$ cat config.mk
export PLATFORM = sky130hd
export DESIGN_NAME = uart_tx8
export DESIGN_NICKNAME = d
export VERILOG_FILES = /design/src/rtl/uart_tx8.sv
export SDC_FILE = /design/constraint.sdc
export NUM_CORES = 1
export LEC_CHECK = 0
export ABC_AREA = 1
export BUFFER_PORTS_ARGS = -buffer_cell sky130_fd_sc_hd__buf_2
export CAP_MARGIN = 5
export CORE_MARGIN = 1
export CORE_UTILIZATION = 56
export DETAILED_ROUTE_END_ITERATION = 10
export GPL_TIMING_DRIVEN = 0
export PLACE_DENSITY = 0.74
export SLEW_MARGIN = 0
export SYNTH_ARGS = -nofsm -noshare
export SYNTH_HDL_FRONTEND = slang
export SYNTH_SLANG_ARGS = --single-unit
export TNS_END_PERCENT = 20
$ cat constraint.sdc
create_clock -name clk -period 2.35 [get_ports clk]
set_input_delay 0.47 -clock clk [delete_from_list [all_inputs] [get_ports clk]]
set_output_delay 0.47 -clock clk [all_outputs]
set_load 0.005 [all_outputs]
$ cat src/rtl/uart_tx8.sv
// rtl/uart_tx8.sv - 8N1 UART transmitter with a 4-entry byte FIFO.
// Async active-low reset; txd is registered so the line never glitches.
module uart_tx8 #(
  parameter int CLKS     = 100000000,
  parameter int BAUDRATE = 9600
) (
  input  logic       clk,
  input  logic       rst_n,
  input  logic [7:0] din,
  input  logic       wr,
  output logic       full,
  output logic       overflow,
  output logic       busy,
  output logic       tx_done,
  output logic       txd
);

  localparam int DIV = CLKS / BAUDRATE;
  localparam int TW  = $clog2(DIV);
  localparam logic [TW-1:0] TLAST = TW'(DIV - 1);

  typedef enum logic [1:0] {IDLE, START, DATA, STOP} state_t;

  state_t        state_q, state_d;
  logic [TW-1:0] timer_q, timer_d;
  logic [2:0]    idx_q, idx_d;
  logic [7:0]    shift_q, shift_d;
  logic          txd_q, txd_d;
  logic          ovf_q;
  logic [7:0]    mem_q [4];
  logic [1:0]    wptr_q, rptr_q;
  logic [2:0]    count_q;

  logic fifo_empty, push, pop, bit_end;

  assign fifo_empty = (count_q == 3'd0);
  assign full       = (count_q == 3'd4);
  assign push       = wr && !full;
  assign bit_end    = (timer_q == TLAST);

  assign overflow = ovf_q;
  assign busy     = (state_q != IDLE) || !fifo_empty;
  assign tx_done  = (state_q == STOP) && bit_end;
  assign txd      = txd_q;

  always_ff @(posedge clk or negedge rst_n) begin
    if (!rst_n) begin
      state_q <= IDLE;
    end else begin
      state_q <= state_d;
    end
  end

  always_comb begin
    state_d = state_q;
    unique case (state_q)
      IDLE:  if (!fifo_empty) state_d = START;
      START: if (bit_end) state_d = DATA;
      DATA:  if (bit_end && (idx_q == 3'd7)) state_d = STOP;
      STOP:  if (bit_end) state_d = fifo_empty ? IDLE : START;
      default: state_d = IDLE;
    endcase
  end

  // Popping at the end of STOP chains frames without an idle gap.
  always_comb begin
    pop = ((state_q == IDLE) && !fifo_empty) ||
          ((state_q == STOP) && bit_end && !fifo_empty);
    timer_d = (pop || bit_end || (state_q == IDLE)) ? '0 : timer_q + TW'(1);
    idx_d = idx_q;
    if ((state_q == START) && bit_end) idx_d = 3'd0;
    else if ((state_q == DATA) && bit_end) idx_d = idx_q + 3'd1;
    shift_d = pop ? mem_q[rptr_q] : shift_q;
    unique case (state_d)
      START:   txd_d = 1'b0;
      DATA:    txd_d = shift_d[idx_d];
      default: txd_d = 1'b1;
    endcase
  end

  always_ff @(posedge clk or negedge rst_n) begin
    if (!rst_n) begin
      timer_q <= '0;
      idx_q   <= 3'd0;
      shift_q <= 8'd0;
      txd_q   <= 1'b1;
      ovf_q   <= 1'b0;
      wptr_q  <= 2'd0;
      rptr_q  <= 2'd0;
      count_q <= 3'd0;
    end else begin
      timer_q <= timer_d;
      idx_q   <= idx_d;
      shift_q <= shift_d;
      txd_q   <= txd_d;
      ovf_q   <= wr && full;
      if (push) wptr_q <= wptr_q + 2'd1;
      if (pop) rptr_q <= rptr_q + 2'd1;
      unique case ({push, pop})
        2'b10:   count_q <= count_q + 3'd1;
        2'b01:   count_q <= count_q - 3'd1;
        default: count_q <= count_q;
      endcase
    end
  end

  // Storage needs no reset: the pointers and count define what is valid.
  always_ff @(posedge clk) begin
    if (push) mem_q[wptr_q] <= din;
  end

endmodule

### Word-level counts from Yosys, hierarchy flattened

Memory sizes are Yosys's and may differ from the RTL's.
Cells that the tools add are included.
W data, S select, Z words.

* register bits: 36
* RAM bits: 32
* logic and storage cells: 61
* memories kept: 1

Memory list
* mem_q: words 4, width 8, read ports 1, clocked after Yosys merged registers in 0, wr ports 1, RTL line 30 `logic [7:0] mem_q [4];`

* add/sub/neg operators: 6
* order comparisons: 1
* eq/ne operators: 10
* multiplexer cells: 16
* reduce and logical (&&, ||, !) cells: 18

Operator list (number)
* $add A14 B1 Y14 const B: 1
* $eq A14 B14 Y1 const B: 1
* $mux W14: 1
* $eq A2 B2 Y1 const B: 4
* $logic_and A1 B1 Y1: 8
* $mux W2: 4
* $mux W8: 1
* $pmux W2 S4: 1
* $add A3 B1 Y3 const B: 2
* $eq A2 B1 Y1 const B: 3
* $eq A3 B3 Y1 const B: 2
* $mux W3: 2
* $pmux W3 S2: 1
* $add A2 B1 Y2 const B: 2
* $logic_or A1 B1 Y1: 4
* $lt A3 B4 Y1 const B: 1
* $mux W1: 4
* $reduce_bool A2 Y1: 2
* $bmux W1 S3: 1
* $logic_not A3 Y1: 1
* $sub A3 B1 Y3 const B: 1
* $logic_not A1 Y1: 2
* $logic_not A2 Y1: 1
* $pmux W1 S2: 1

### Depth between registers and ports, before layout

Gate-level depths: netlist of the first run.

* depth in word-level cells: 8
* depth in mapped cells: 14
* mapped depth without buffers: 14

### Worst setup path before layout of the first run

OpenSTA, ideal clock, no wires.

* kind: register to register
* start: register timer_q[0]
* end: register count_q[2]
* data arrival time: 1.941 ns
* data required time: 2.219 ns
* slack: 0.278 ns
* stages on the path, launching flop included: 13
* path buffers: 0
* period minus slack after synthesis: 2.072 ns
* cell sequence: dfrtp_1 ha_1 nand2_1 nor2_1 nand3_1 nor2_2 nand3_1 nand2_1 ha_1 fa_1 a21oi_1 o21ai_0 xor2_1

* cells in the longest elaborated chain, start to end: 6
* elaborated cells between the ends (all ways): 8

RTL lines
* from (decl): RTL line 25 `logic [TW-1:0] timer_q, timer_d;`
* from (signal assigned): RTL line 92 `timer_q <= timer_d;`
* $eq A14 B14 Y1 *: RTL line 39 `assign bit_end = (timer_q == TLAST);`
* $logic_and A1 B1 Y1 * (2 in a row): RTL line 68 `((state_q == STOP) && bit_end && !fifo_empty);`
* $logic_or A1 B1 Y1 *: RTL line 67 `pop = ((state_q == IDLE) && !fifo_empty) ||`
* $eq A2 B1 Y1 or $eq A2 B2 Y1 (tied branches): RTL line 99 `unique case ({push, pop})`
* $pmux W3 S2 or $reduce_bool A2 Y1 (tied branches)
* to (signal assigned): RTL line 100 `2'b10: count_q <= count_q + 3'd1;`
* to (signal assigned): RTL line 101 `2'b01: count_q <= count_q - 3'd1;`
* to (signal assigned): RTL line 102 `default: count_q <= count_q;`
* to (decl): RTL line 32 `logic [2:0] count_q;`

Every way passes the cells marked *; elsewhere a longest branch is shown, timed or not.
A chain may end at the register's enable or synchronous reset.

### Worst setup path in the final report of the first run

* start: register timer_q[0]
* end: register count_q[1]

The elaborated chain is that of the path after synthesis.

==> reports/metrics.yaml, run 1 <==
route:
  vias: 2272
  finalWirelength_um: 5900
  detail_route.vias_per_cell: 5.31
  detail_route.first_pass.iterations: 4
  drtAntennaViolNets: 0
  detail_route.wl_per_cell_um: 13.8
  drt_first_iter_violations: 163
  drcViolationCount: 0
power:
  vdd.ir_drop.worst_mv: 0.731
  p_per_area_nw_per_um2: 799
  report.power.total_mw: 2.93
  p_leak_nw: 1.63
synth:
  synth-seq-area-share_pct: 57.6
  syn-cell-area_sq_um: 3240
  synth_seq_cells: 68
  netlist-cell-type-count: 38
  synthesis.nets: 344
  synth_warnings: 0
  syn_area_per_cell_sq_um: 9.99
  syn_inst: 324
finish:
  utilization_pct: 66.1
  post_layout_nonfiller_instances: 428
  finalInstanceArea_sq_um: 3660
  insertedDiodeCount: 0
  most-common-layout-cells: "nand2_1 (47), inv_1 (43), dfrtp_1 (35)"
  proportion_of_layout_cells_with_a_drive_suffix_above_1_pct: 19.9
  synthesis_to_finish_area_growth_pct: 13.2
  final_net_count: 371
  layout.cells.most_common: "nand2_1"
floorplanning:
  design.core.area_sq_um: 5540
  fp.dieH_um: 78.0
  die-width_um: 78.0
  die_area_sq_um: 6090
  start_util_pct: 58.4
  number_of_placement_rows: 27
  pin_count: 16
sta:
  timing_max_transition_violations_final: 0
  fin_crit_ps: 2220
  worst_hold_slack_ps: 209
  worst_slack_ps: 131
  fmax_mhz: 451
  total_negative_setup_slacks_ps: 0
  final-hold-violation-count: 0
  clock-skew-final_ps: 7.70
  final_clock_period_utilization_by_the_worst_path_pct: 94.4
  relSlewSlack_pct: 46.4
  final_count_of_negative_setup_slack_endpoints: 0
  max_slew.worst_pin.slew_ps: 802
critical_path:
  endpoint_kind: "flip-flop"
  reg2reg_setup_slack_ps: 130
  reg2regPathDepth: 10
  setup.worst_path.class: "reg2reg"
  worstReg2RegEnd: "count_q[1]$_DFFE_PN0P_"
  critical_path_arrival_ps: 2450
  critical_path.startpoint_type: "flip-flop"
  timing.rr.start: "timer_q[0]$_DFF_PN0_"
  endpoint: "count_q[1]$_DFFE_PN0P_"
  required_ps: 2580
  worst_setup_path_startpoint: "timer_q[0]$_DFF_PN0_"
  critPathMaxFanout: 3
place:
  preCtsSetupSlack_ps: 22.9
  standard_cell_area_after_detailed_placement_sq_um: 3400
  dp.final_hpwl_um: 3940
  port-buffer-count: 15
  placedCellCount: 411
  finalWeightedCongestion: 0.812
hold_path:
  hp-class: "in2async"
status:
  status: "finished clean"
global_routing:
  grt_pass1_vias: 2225
  globalRoute.totalOverflow: 0
  maximum_number_of_pins_on_one_net_before_global_route_repair: 37
  groute.usage.overall_pct: 21.8
  initial_antenna_violation_count: 0
  global_route_wire_length_before_repair_um: 9850
cts:
  tritoncts: "yes"
  clk_pin_slew_ps: 70
  clock_tree.htree_level_count: 3
  max-clock-path-buffers: 2
  tritoncts.num_buffers: 9
  clk_root_buffer_cell: "clkbuf_8"
  cts-hold-fix-buffers: 0
  clock_latency_on_the_worst_skew_pair_ps: 340
  clock_sinks: 68
flow_run:
  max_cap_viol_count: 0
-- power by group --
part	total, mW	leakage [nW]	switching (mW)	internal (mW)
logic	0.360	0.770	0.241	0.119
clock network	1.08	0.116	0.452	0.626
registers	1.49	0.741	0.0695	1.42
total	2.93	1.63	0.763	2.16
-- synthesized netlist by cell type --
cell	number	share of area [%]
xor2_1	5	1.4
nor2_4	2	0.70
ha_1	8	3.1
nor4_2	1	0.39
a21oi_1	12	1.9
o211ai_1	1	0.23
nor2_8	1	0.62
nand3_1	30	4.6
nor3_1	6	0.93
nand3_4	3	1.6
buf_2	5	0.77
nand3b_1	1	0.23
o211ai_2	1	0.39
inv_1	43	5.0
mux2_2	1	0.35
inv_2	5	0.58
o21a_1	2	0.46
nand2_1	48	5.6
o21ai_0	15	2.3
nor4_1	1	0.19
nor2_1	35	4.1
o22ai_1	5	0.97
nor3b_1	4	0.93
and2_4	1	0.27
a31oi_1	1	0.19
dfstp_2	1	0.81
clkinv_4	1	0.27
nand2_2	3	0.58
nor3_2	1	0.31
nor2_2	6	1.2
xnor2_1	1	0.27
nand4_1	1	0.19
edfxtp_1	32	30
a32o_1	1	0.31
dfrtp_1	35	27
nand2_4	2	0.70
fa_1	1	0.62
o21ai_1	2	0.31
-- registers in the layout, summed over array words and instances (netlist names) --
name / count
shift_q: 8
idx_q: 3
state_q: 2
txd: 1
wptr_q: 2
overflow: 1
mem_q: 32
count_q: 3
timer_q: 14
rptr_q: 2
-- critical path, cell delays in order (launching register included) --
cell	delay, ps
dfrtp_1	380
ha_2	200
nand2_1	70
nor2_2	110
nand3_1	90
nor2_2	180
nand3_2	130
nand2_4	120
ha_4	140
fa_1	410
mux2_2	270
-- kinds of logic after synthesis --
family          after synthesis  share of synthesized area [%]
mux                           1                          0.348
buf+inv                      54                           6.61
compound gates               40                           7.04
simple gates                146                           23.1
xor+xnor                      6                           1.62
flops                        68                           57.6
fa+ha+maj                     9                           3.71
-- how the worst min path moves through the flow --
stage,startpoint,end,slack [ps],depth (start not counted)
global route,rst_n,idx_q[2]$_DFF_PN0_,270,1
finish,rst_n,timer_q[9]$_DFF_PN0_,210,1
global placement,shift_q[2]$_DFF_PN0_,shift_q[2]$_DFF_PN0_,450,2
floorplan,rst_n,count_q[0]$_DFFE_PN0P_,170,0
detailed placement,shift_q[2]$_DFF_PN0_,shift_q[2]$_DFF_PN0_,460,2
CTS,rst_n,idx_q[2]$_DFF_PN0_,230,1
-- final cells by class --
| type | count | area (sq um) |
|---|---|---|
| buffer | 5 | 25.0 |
| clock buffer | 10 | 138 |
| clock inverter | 6 | 87.6 |
| fill | 427 | 1880 |
| inverter | 49 | 189 |
| multi-input combinational | 202 | 1190 |
| sequential | 68 | 1860 |
| tap | 72 | 90.1 |
| timing repair buffer | 16 | 82.6 |
-- layer usage --
metal,wire (um),GRT usage [%],up-vias
met5,0,0,-
met4,88,10.0,0
met3,253,5.93,7
met2,2930,36.1,49
met1,2630,26.8,1085
li1,-,-,1131
-- timing repair --
item                                    4_1_cts  5_1_grt
buffers inserted                              0        1
endpoints found under the setup margin        0        2
gates resized for setup                       0        7
Power figures use the tool's default switching activity.
==> run 2: changes to the inputs <==
- CELL_PAD_IN_SITES_DETAIL_PLACEMENT: default -> 2
- CELL_PAD_IN_SITES_GLOBAL_PLACEMENT: default -> 2
- CORE_UTILIZATION: 56 -> 39
- PLACE_DENSITY: 0.74 -> default
- PLACE_DENSITY_LB_ADDON: default -> 0.1
- RECOVER_POWER: default -> 100
==> reports/metrics.yaml, run 2 (synthesis results as in run 1) <==
status:
  status: "finished with violations"
  violations: "capacitance limit, slew limit"
floorplanning:
  pin_count: 16  # unchanged
  fp.dieH_um: 93.1  # +19%
  design.core.area_sq_um: 7890  # +42%
  die-width_um: 93.1  # +19%
  die_area_sq_um: 8660  # +42%
  start_util_pct: 41.0  # -17 points
  number_of_placement_rows: 32  # +19%
cts:
  clk_pin_slew_ps: 90  # +20 ps
  clock_latency_on_the_worst_skew_pair_ps: 340  # about the same
  tritoncts.num_buffers: 9  # unchanged
  clock_tree.htree_level_count: 3  # unchanged
  clock_sinks: 68  # unchanged
  clk_root_buffer_cell: "clkbuf_8"
  max-clock-path-buffers: 2  # unchanged
  tritoncts: "yes"
sta:
  clock-skew-final_ps: 10.4  # +2.66 ps
  worst_hold_slack_ps: 336  # +127 ps
  final_clock_period_utilization_by_the_worst_path_pct: 97.0  # +2.6 points
  fin_crit_ps: 2280  # +60.3 ps
  relSlewSlack_pct: -39.5  # -86 points
  final_count_of_negative_setup_slack_endpoints: 0  # unchanged
  max_slew.worst_pin.slew_ps: 2090  # +1290 ps
  final-hold-violation-count: 0  # unchanged
  fmax_mhz: 439  # -2.6%
  total_negative_setup_slacks_ps: 0  # unchanged
  timing_max_transition_violations_final: 37  # +37
route:
  detail_route.vias_per_cell: 5.09  # -4.1%
  drt_first_iter_violations: 99  # -39%
  drcViolationCount: 0  # unchanged
  drtAntennaViolNets: 0  # unchanged
  finalWirelength_um: 7660  # +30%
  vias: 2346  # +3.3%
  detail_route.first_pass.iterations: 4  # unchanged
  detail_route.wl_per_cell_um: 16.6  # +21%
critical_path:
  critical_path_arrival_ps: 2500  # +50 ps
  endpoint_kind: "flip-flop"
  setup.worst_path.class: "reg2reg"
  critical_path.startpoint_type: "flip-flop"
  reg2reg_setup_slack_ps: 70  # -60 ps
  reg2regPathDepth: 10  # unchanged
  timing.rr.start: "timer_q[0]$_DFF_PN0_"
  required_ps: 2570  # about the same
  worstReg2RegEnd: "count_q[1]$_DFFE_PN0P_"
  critPathMaxFanout: 3  # unchanged
hold_path:
  hp-class: "in2reg"
  hold-path-endpoint: "overflow$_DFF_PN0_"
  hold_path.startpoint: "wr"
  whs_path_depth: 3
global_routing:
  maximum_number_of_pins_on_one_net_before_global_route_repair: 37  # unchanged
  grt_pass1_vias: 2699  # +21%
  groute.usage.overall_pct: 20.1  # -1.7 points
  globalRoute.totalOverflow: 0  # unchanged
  initial_antenna_violation_count: 0  # unchanged
  global_route_wire_length_before_repair_um: 13300  # +35%
finish:
  most-common-layout-cells: "nand2_1 (47), inv_1 (43), dfrtp_1 (35)"
  synthesis_to_finish_area_growth_pct: 14.5
  reg.largest.list: "mem_q (32), timer_q (14), shift_q (8)"
  proportion_of_layout_cells_with_a_drive_suffix_above_1_pct: 18.1  # -1.8 points
  layout.cells.most_common: "nand2_1"
  multi_input_gate_area_in_the_final_layout_sq_um: 1200  # +1.3%
  sequential_cell_area_sq_um: 1860  # unchanged
  largest_register_ffs: 32  # unchanged
  insertedDiodeCount: 0  # unchanged
  final_net_count: 374  # +0.81%
  n_fill_cell: 834  # +95%
  top_register: "mem_q"
power:
  vdd.ir_drop.worst_mv: 0.500  # -32%
  p_leak_nw: 1.59  # -2.4%
  p_per_area_nw_per_um2: 783  # -2.0%
place:
  port-buffer-count: 15  # unchanged
  dp.final_hpwl_um: 5470  # +39%
  finalWeightedCongestion: 0.719  # -11%
flow_run:
  max_cap_viol_count: 1  # +1
==> run 2: changes by cell type in the layout (fill, tap and decap cells not counted), moves of 3 or more <==
cell	previous run	this run
buf_4	1	4
clkbuf_1	0	11
buf_2	20	9
clkinvlp_4	0	3
==> run 2: worst max-delay path by stage <==
stage,slack (ps),cells after the start,to,from
after CTS,5,12,count_q[2]$_DFFE_PN0P_,timer_q[0]$_DFF_PN0_
after floorplan,280,12,count_q[2]$_DFFE_PN0P_,timer_q[0]$_DFF_PN0_
final,70,10,count_q[1]$_DFFE_PN0P_,timer_q[0]$_DFF_PN0_
after detailed placement,-160,10,count_q[1]$_DFFE_PN0P_,timer_q[0]$_DFF_PN0_
after global placement,-90,10,count_q[1]$_DFFE_PN0P_,timer_q[0]$_DFF_PN0_
after global routing,-30,10,count_q[1]$_DFFE_PN0P_,timer_q[0]$_DFF_PN0_
==> run 2: layer usage <==
layer / vias up / part of all wire (%) / track usage [%]
li1: 1136 / - / -
met1: 1178 / 45 / 24.3
met2: 25 / 51 / 36.3
met3: 7 / 2.2 / 4.63
met4: 0 / 0.89 / 4.23
met5: - / 0 / 0
==> run 2: timing repair <==
action                                  CTS  global route
hold buffers                              0             0
resized for setup                         3             7
endpoints found under the setup margin    2             2
pin swaps                                 3             5
setup buffers                             3             1
==> run 2: report_power, final <==
group / switching (mW) / internal [mW]
Clock: 0.508 / 0.505
Combinational: 0.267 / 0.129
Sequential: 0.0753 / 1.42
==> run 2: worst max-delay path, cell delays in order (launching register included) <==
cell and delay, ps:
dfrtp_1 420, ha_4 160, nand2_1 80, nor2_2 160, nand3_2 90, nor2_2 140, nand3_2 140, nand2_2 120
ha_4 150, fa_1 420, mux2_2 280
==> run 2: metrics by stage <==
stage               area [sq um]  instances  utilization (%)  setup WS [ps]  power, mW
floorplan                   3240        324                -            278       1.74
global placement            3440        441             43.6          -90.3       1.86
detailed placement          3440        441             43.6           -158       1.90
CTS                         3680        460             46.6           5.24       2.93
global route                3700        461             47.0          -32.5       3.06
finish                      3700        461             47.0           70.8       2.90
==> run 2: layout make-up <==
type,count,share of cell area (%)
clock inverters,7,2.20
well taps,102,3.44
flip-flops and latches,68,50.3
plain buffers,5,0.675
clock buffers,9,3.34
repair buffers,19,2.47
inverters,49,5.10
multi-input cells,202,32.5
==> run 3: changes to the inputs <==
- ABC_AREA: 1 -> default
- CORE_UTILIZATION: 39 -> 42
==> reports/metrics.yaml, run 3 <==
synth:
  syn_area_per_cell_sq_um: 12.5  # +25%
  synth_commonest_cells: "dfrtp_1 (35), edfxtp_1 (32), nor2_1 (24)"
  yosys.cell_count.top_type: "dfrtp_1"
  synth_warnings: 0  # unchanged
  syn-cell-area_sq_um: 3280  # +1.5%
  synth-seq-area-share_pct: 56.7  # -0.86 points
  synth_seq_cells: 68  # unchanged
  synthesis.nets: 283  # -18%
  synth_ff_type: "dfrtp_1"
  synth_largest_type_area_fraction_pct: 29.3  # -0.44 points
  yosys.area.top_type: "edfxtp_1"
  synthArstFlopShare_pct: 52.9  # unchanged
  syn_inst: 263  # -19%
  synth-edff-count: 32  # unchanged
  netlist-cell-type-count: 48  # +26%
  netlist_top_cells_area: "edfxtp_1 (29%), dfrtp_1 (27%), mux4_2 (5.5%)"
hold_path:
  hold_path.startpoint: "din[1]"
  whs_path_depth: 1  # -2
  hold-path-endpoint: "mem_q[2][1]$_DFFE_PP_"
  hp-class: "in2reg"
route:
  detail_route.wl_per_cell_um: 19.1  # +15%
  vias: 2192  # -6.6%
  drtAntennaViolNets: 0  # unchanged
  drt_first_iter_violations: 72  # -27%
  detail_route.vias_per_cell: 5.47  # +7.4%
  finalWirelength_um: 7660  # about the same
  drcViolationCount: 0  # unchanged
  detail_route.first_pass.iterations: 4  # unchanged
finish:
  n_fill_cell: 722  # -13%
  most-common-layout-cells: "dfrtp_1 (35), edfxtp_1 (32), nor2_1 (21)"
  synthesis_to_finish_area_growth_pct: 15.3
  layout.cells.most_common: "dfrtp_1"
  largest_register_ffs: 32  # unchanged
  insertedDiodeCount: 0  # unchanged
  top_register: "mem_q"
  multi_input_gate_area_in_the_final_layout_sq_um: 1370  # +14%
  proportion_of_layout_cells_with_a_drive_suffix_above_1_pct: 21.9  # +3.7 points
  final_net_count: 317  # -15%
  sequential_cell_area_sq_um: 1860  # unchanged
  reg.largest.list: "mem_q (32), timer_q (14), shift_q (8)"
power:
  power.combinational.fraction_pct: 23.5  # +9.9 points
  internal_power_mw: 2.34  # +14%
  vdd.ir_drop.worst_mv: 0.540  # +8.0%
  swShare_pct: 31.9  # +2.6 points
  p_clk_share_pct: 27.9  # -7.0 points
  switching_power_mw: 1.09  # +29%
  p_leak_nw: 1.45  # -8.7%
  share_seq_of_total_power_pct: 48.6  # -2.9 points
  p_per_area_nw_per_um2: 906  # +16%
status:
  status: "finished with violations"
  violations: "capacitance limit, slew limit, setup timing"
cts:
  clock_tree.htree_level_count: 3  # unchanged
  max-clock-path-buffers: 2  # unchanged
  tritoncts: "yes"
  clk_pin_slew_ps: 80  # about the same
  clk_root_buffer_cell: "clkbuf_8"
  clock_sinks: 68  # unchanged
  cts-hold-fix-buffers: 0  # unchanged
  clock_latency_on_the_worst_skew_pair_ps: 350  # about the same
  tritoncts.num_buffers: 9  # unchanged
critical_path:
  critical_path.startpoint_type: "flip-flop"
  worstReg2RegEnd: "count_q[1]$_DFFE_PN0P_"
  reg2regPathDepth: 9  # -1
  setup.worst_path.class: "reg2reg"
  critical_path_arrival_ps: 2640  # +140 ps
  endpoint_kind: "flip-flop"
  critPathMaxFanout: 5  # +2
  required_ps: 2600  # +30 ps
  timing.rr.start: "timer_q[0]$_DFF_PN0_"
  reg2reg_setup_slack_ps: -40  # -110 ps
sta:
  max_slew.worst_pin.slew_ps: 2060  # -28.6 ps
  final_count_of_negative_setup_slack_endpoints: 1  # +1
  grt_setup_unrepaired: "yes"
  fmax_mhz: 418  # -4.7%
  worst_hold_slack_ps: 376  # +39.6 ps
  final_clock_period_utilization_by_the_worst_path_pct: 102  # +4.8 points
  clock-skew-final_ps: 12.9  # +2.50 ps
  relSlewSlack_pct: -37.6  # +1.9 points
  final-hold-violation-count: 0  # unchanged
  worst_slack_ps: -42.6  # -113 ps
  fin_crit_ps: 2390  # +113 ps
  timing_max_transition_violations_final: 37  # unchanged
floorplanning:
  start_util_pct: 44.3  # +3.3 points
  die_area_sq_um: 8180  # -5.6%
  pin_count: 16  # unchanged
  die-width_um: 90.4  # -2.9%
  fp.dieH_um: 90.4  # -2.9%
  number_of_placement_rows: 31  # -3.1%
  design.core.area_sq_um: 7410  # -6.1%
global_routing:
  grt_pass1_vias: 2382  # -12%
  initial_antenna_violation_count: 0  # unchanged
  globalRoute.totalOverflow: 0  # unchanged
  global_route_wire_length_before_repair_um: 12700  # -4.7%
  maximum_number_of_pins_on_one_net_before_global_route_repair: 37  # unchanged
  groute.usage.overall_pct: 20.7  # +0.58 points
place:
  preCtsSetupSlack_ps: -302  # -144 ps
  port-buffer-count: 15  # unchanged
  finalWeightedCongestion: 0.737  # +2.5%
  dp.final_hpwl_um: 5060  # -7.6%
flow_run:
  max_cap_viol_count: 1  # unchanged
[run 3: power groups by stage]
stage	sequential (mW)	combinational (mW)	clock, mW
floorplan	1.63	0.584	0
global placement	1.67	0.750	0
detailed placement	1.69	0.790	0
CTS	1.67	0.810	0.980
global route	1.70	0.914	1.03
finish	1.67	0.806	0.957
[run 3: area by class of cell]
type                       count  area share (%)
clock buffer                   9            3.27
tap                           99            3.27
sequential                    68            49.2
timing repair buffer          23            3.24
inverter                       9           0.892
clock inverter                 7            1.78
buffer                        12            2.18
multi-input combinational    174            36.2
[run 3: metrics by stage]
| step | utilization (%) | TNS [ps] | cells | cell area (sq um) | total power [mW] |
|---|---|---|---|---|---|
| global placement | 47.2 | -536 | 377 | 3490 | 2.42 |
| floorplan | - | -8.47 | 263 | 3290 | 2.22 |
| finish | 51.1 | -42.6 | 401 | 3790 | 3.43 |
| global route | 51.1 | -747 | 401 | 3790 | 3.64 |
| detailed placement | 47.2 | -963 | 377 | 3490 | 2.48 |
| CTS | 50.3 | -103 | 396 | 3730 | 3.46 |
[run 3: worst max-delay path by stage]
| stage | endpoint | cells after the start | startpoint | slack, ps |
|---|---|---|---|---|
| after CTS | txd$_DFF_PN1_ | 9 | timer_q[0]$_DFF_PN0_ | -60 |
| after detailed placement | count_q[1]$_DFFE_PN0P_ | 9 | timer_q[0]$_DFF_PN0_ | -300 |
| after global routing | count_q[1]$_DFFE_PN0P_ | 9 | timer_q[0]$_DFF_PN0_ | -160 |
| final | count_q[1]$_DFFE_PN0P_ | 9 | timer_q[0]$_DFF_PN0_ | -40 |
| after global placement | count_q[1]$_DFFE_PN0P_ | 9 | timer_q[0]$_DFF_PN0_ | -320 |
| after floorplan | count_q[1]$_DFFE_PN0P_ | 9 | timer_q[0]$_DFF_PN0_ | -8 |
[run 3: kinds of logic (layout without fill, tap and decap cells)]
group	count (synthesis)	count (layout)	synth area share, %
fa+ha+maj	9	9	3.66
flops	68	68	56.7
buf+inv	21	60	3.35
simple gates	98	98	16.5
xor+xnor	17	17	4.53
mux	12	12	6.82
compound gates	38	38	8.38
[run 3: metal layers]
metal  global-route usage (%)  vias up  share of wire (%)
li1                         -     1028                  -
met1                     26.4     1117                 45
met2                     34.6       35                 50
met3                     3.54       12                2.6
met4                     9.01        0                1.8
met5                        0        -                  0
[run 3: worst max-delay path: stages (launching register included)]
cell and delay, ps:
dfrtp_1 440, ha_4 170, and4_4 250, nand4_1 170, nor2_4 170, nor2_2 50
nor2_2 160, ha_2 220, fa_1 400, mux2_2 260
[run 3: what timing repair did]
| item | in CTS | in global routing |
|---|---|---|
| setup endpoints to repair | 15 | 7 |
| setup buffers | 3 | 5 |
| pin swaps | 4 | 7 |
| gates resized for setup | 5 | 8 |
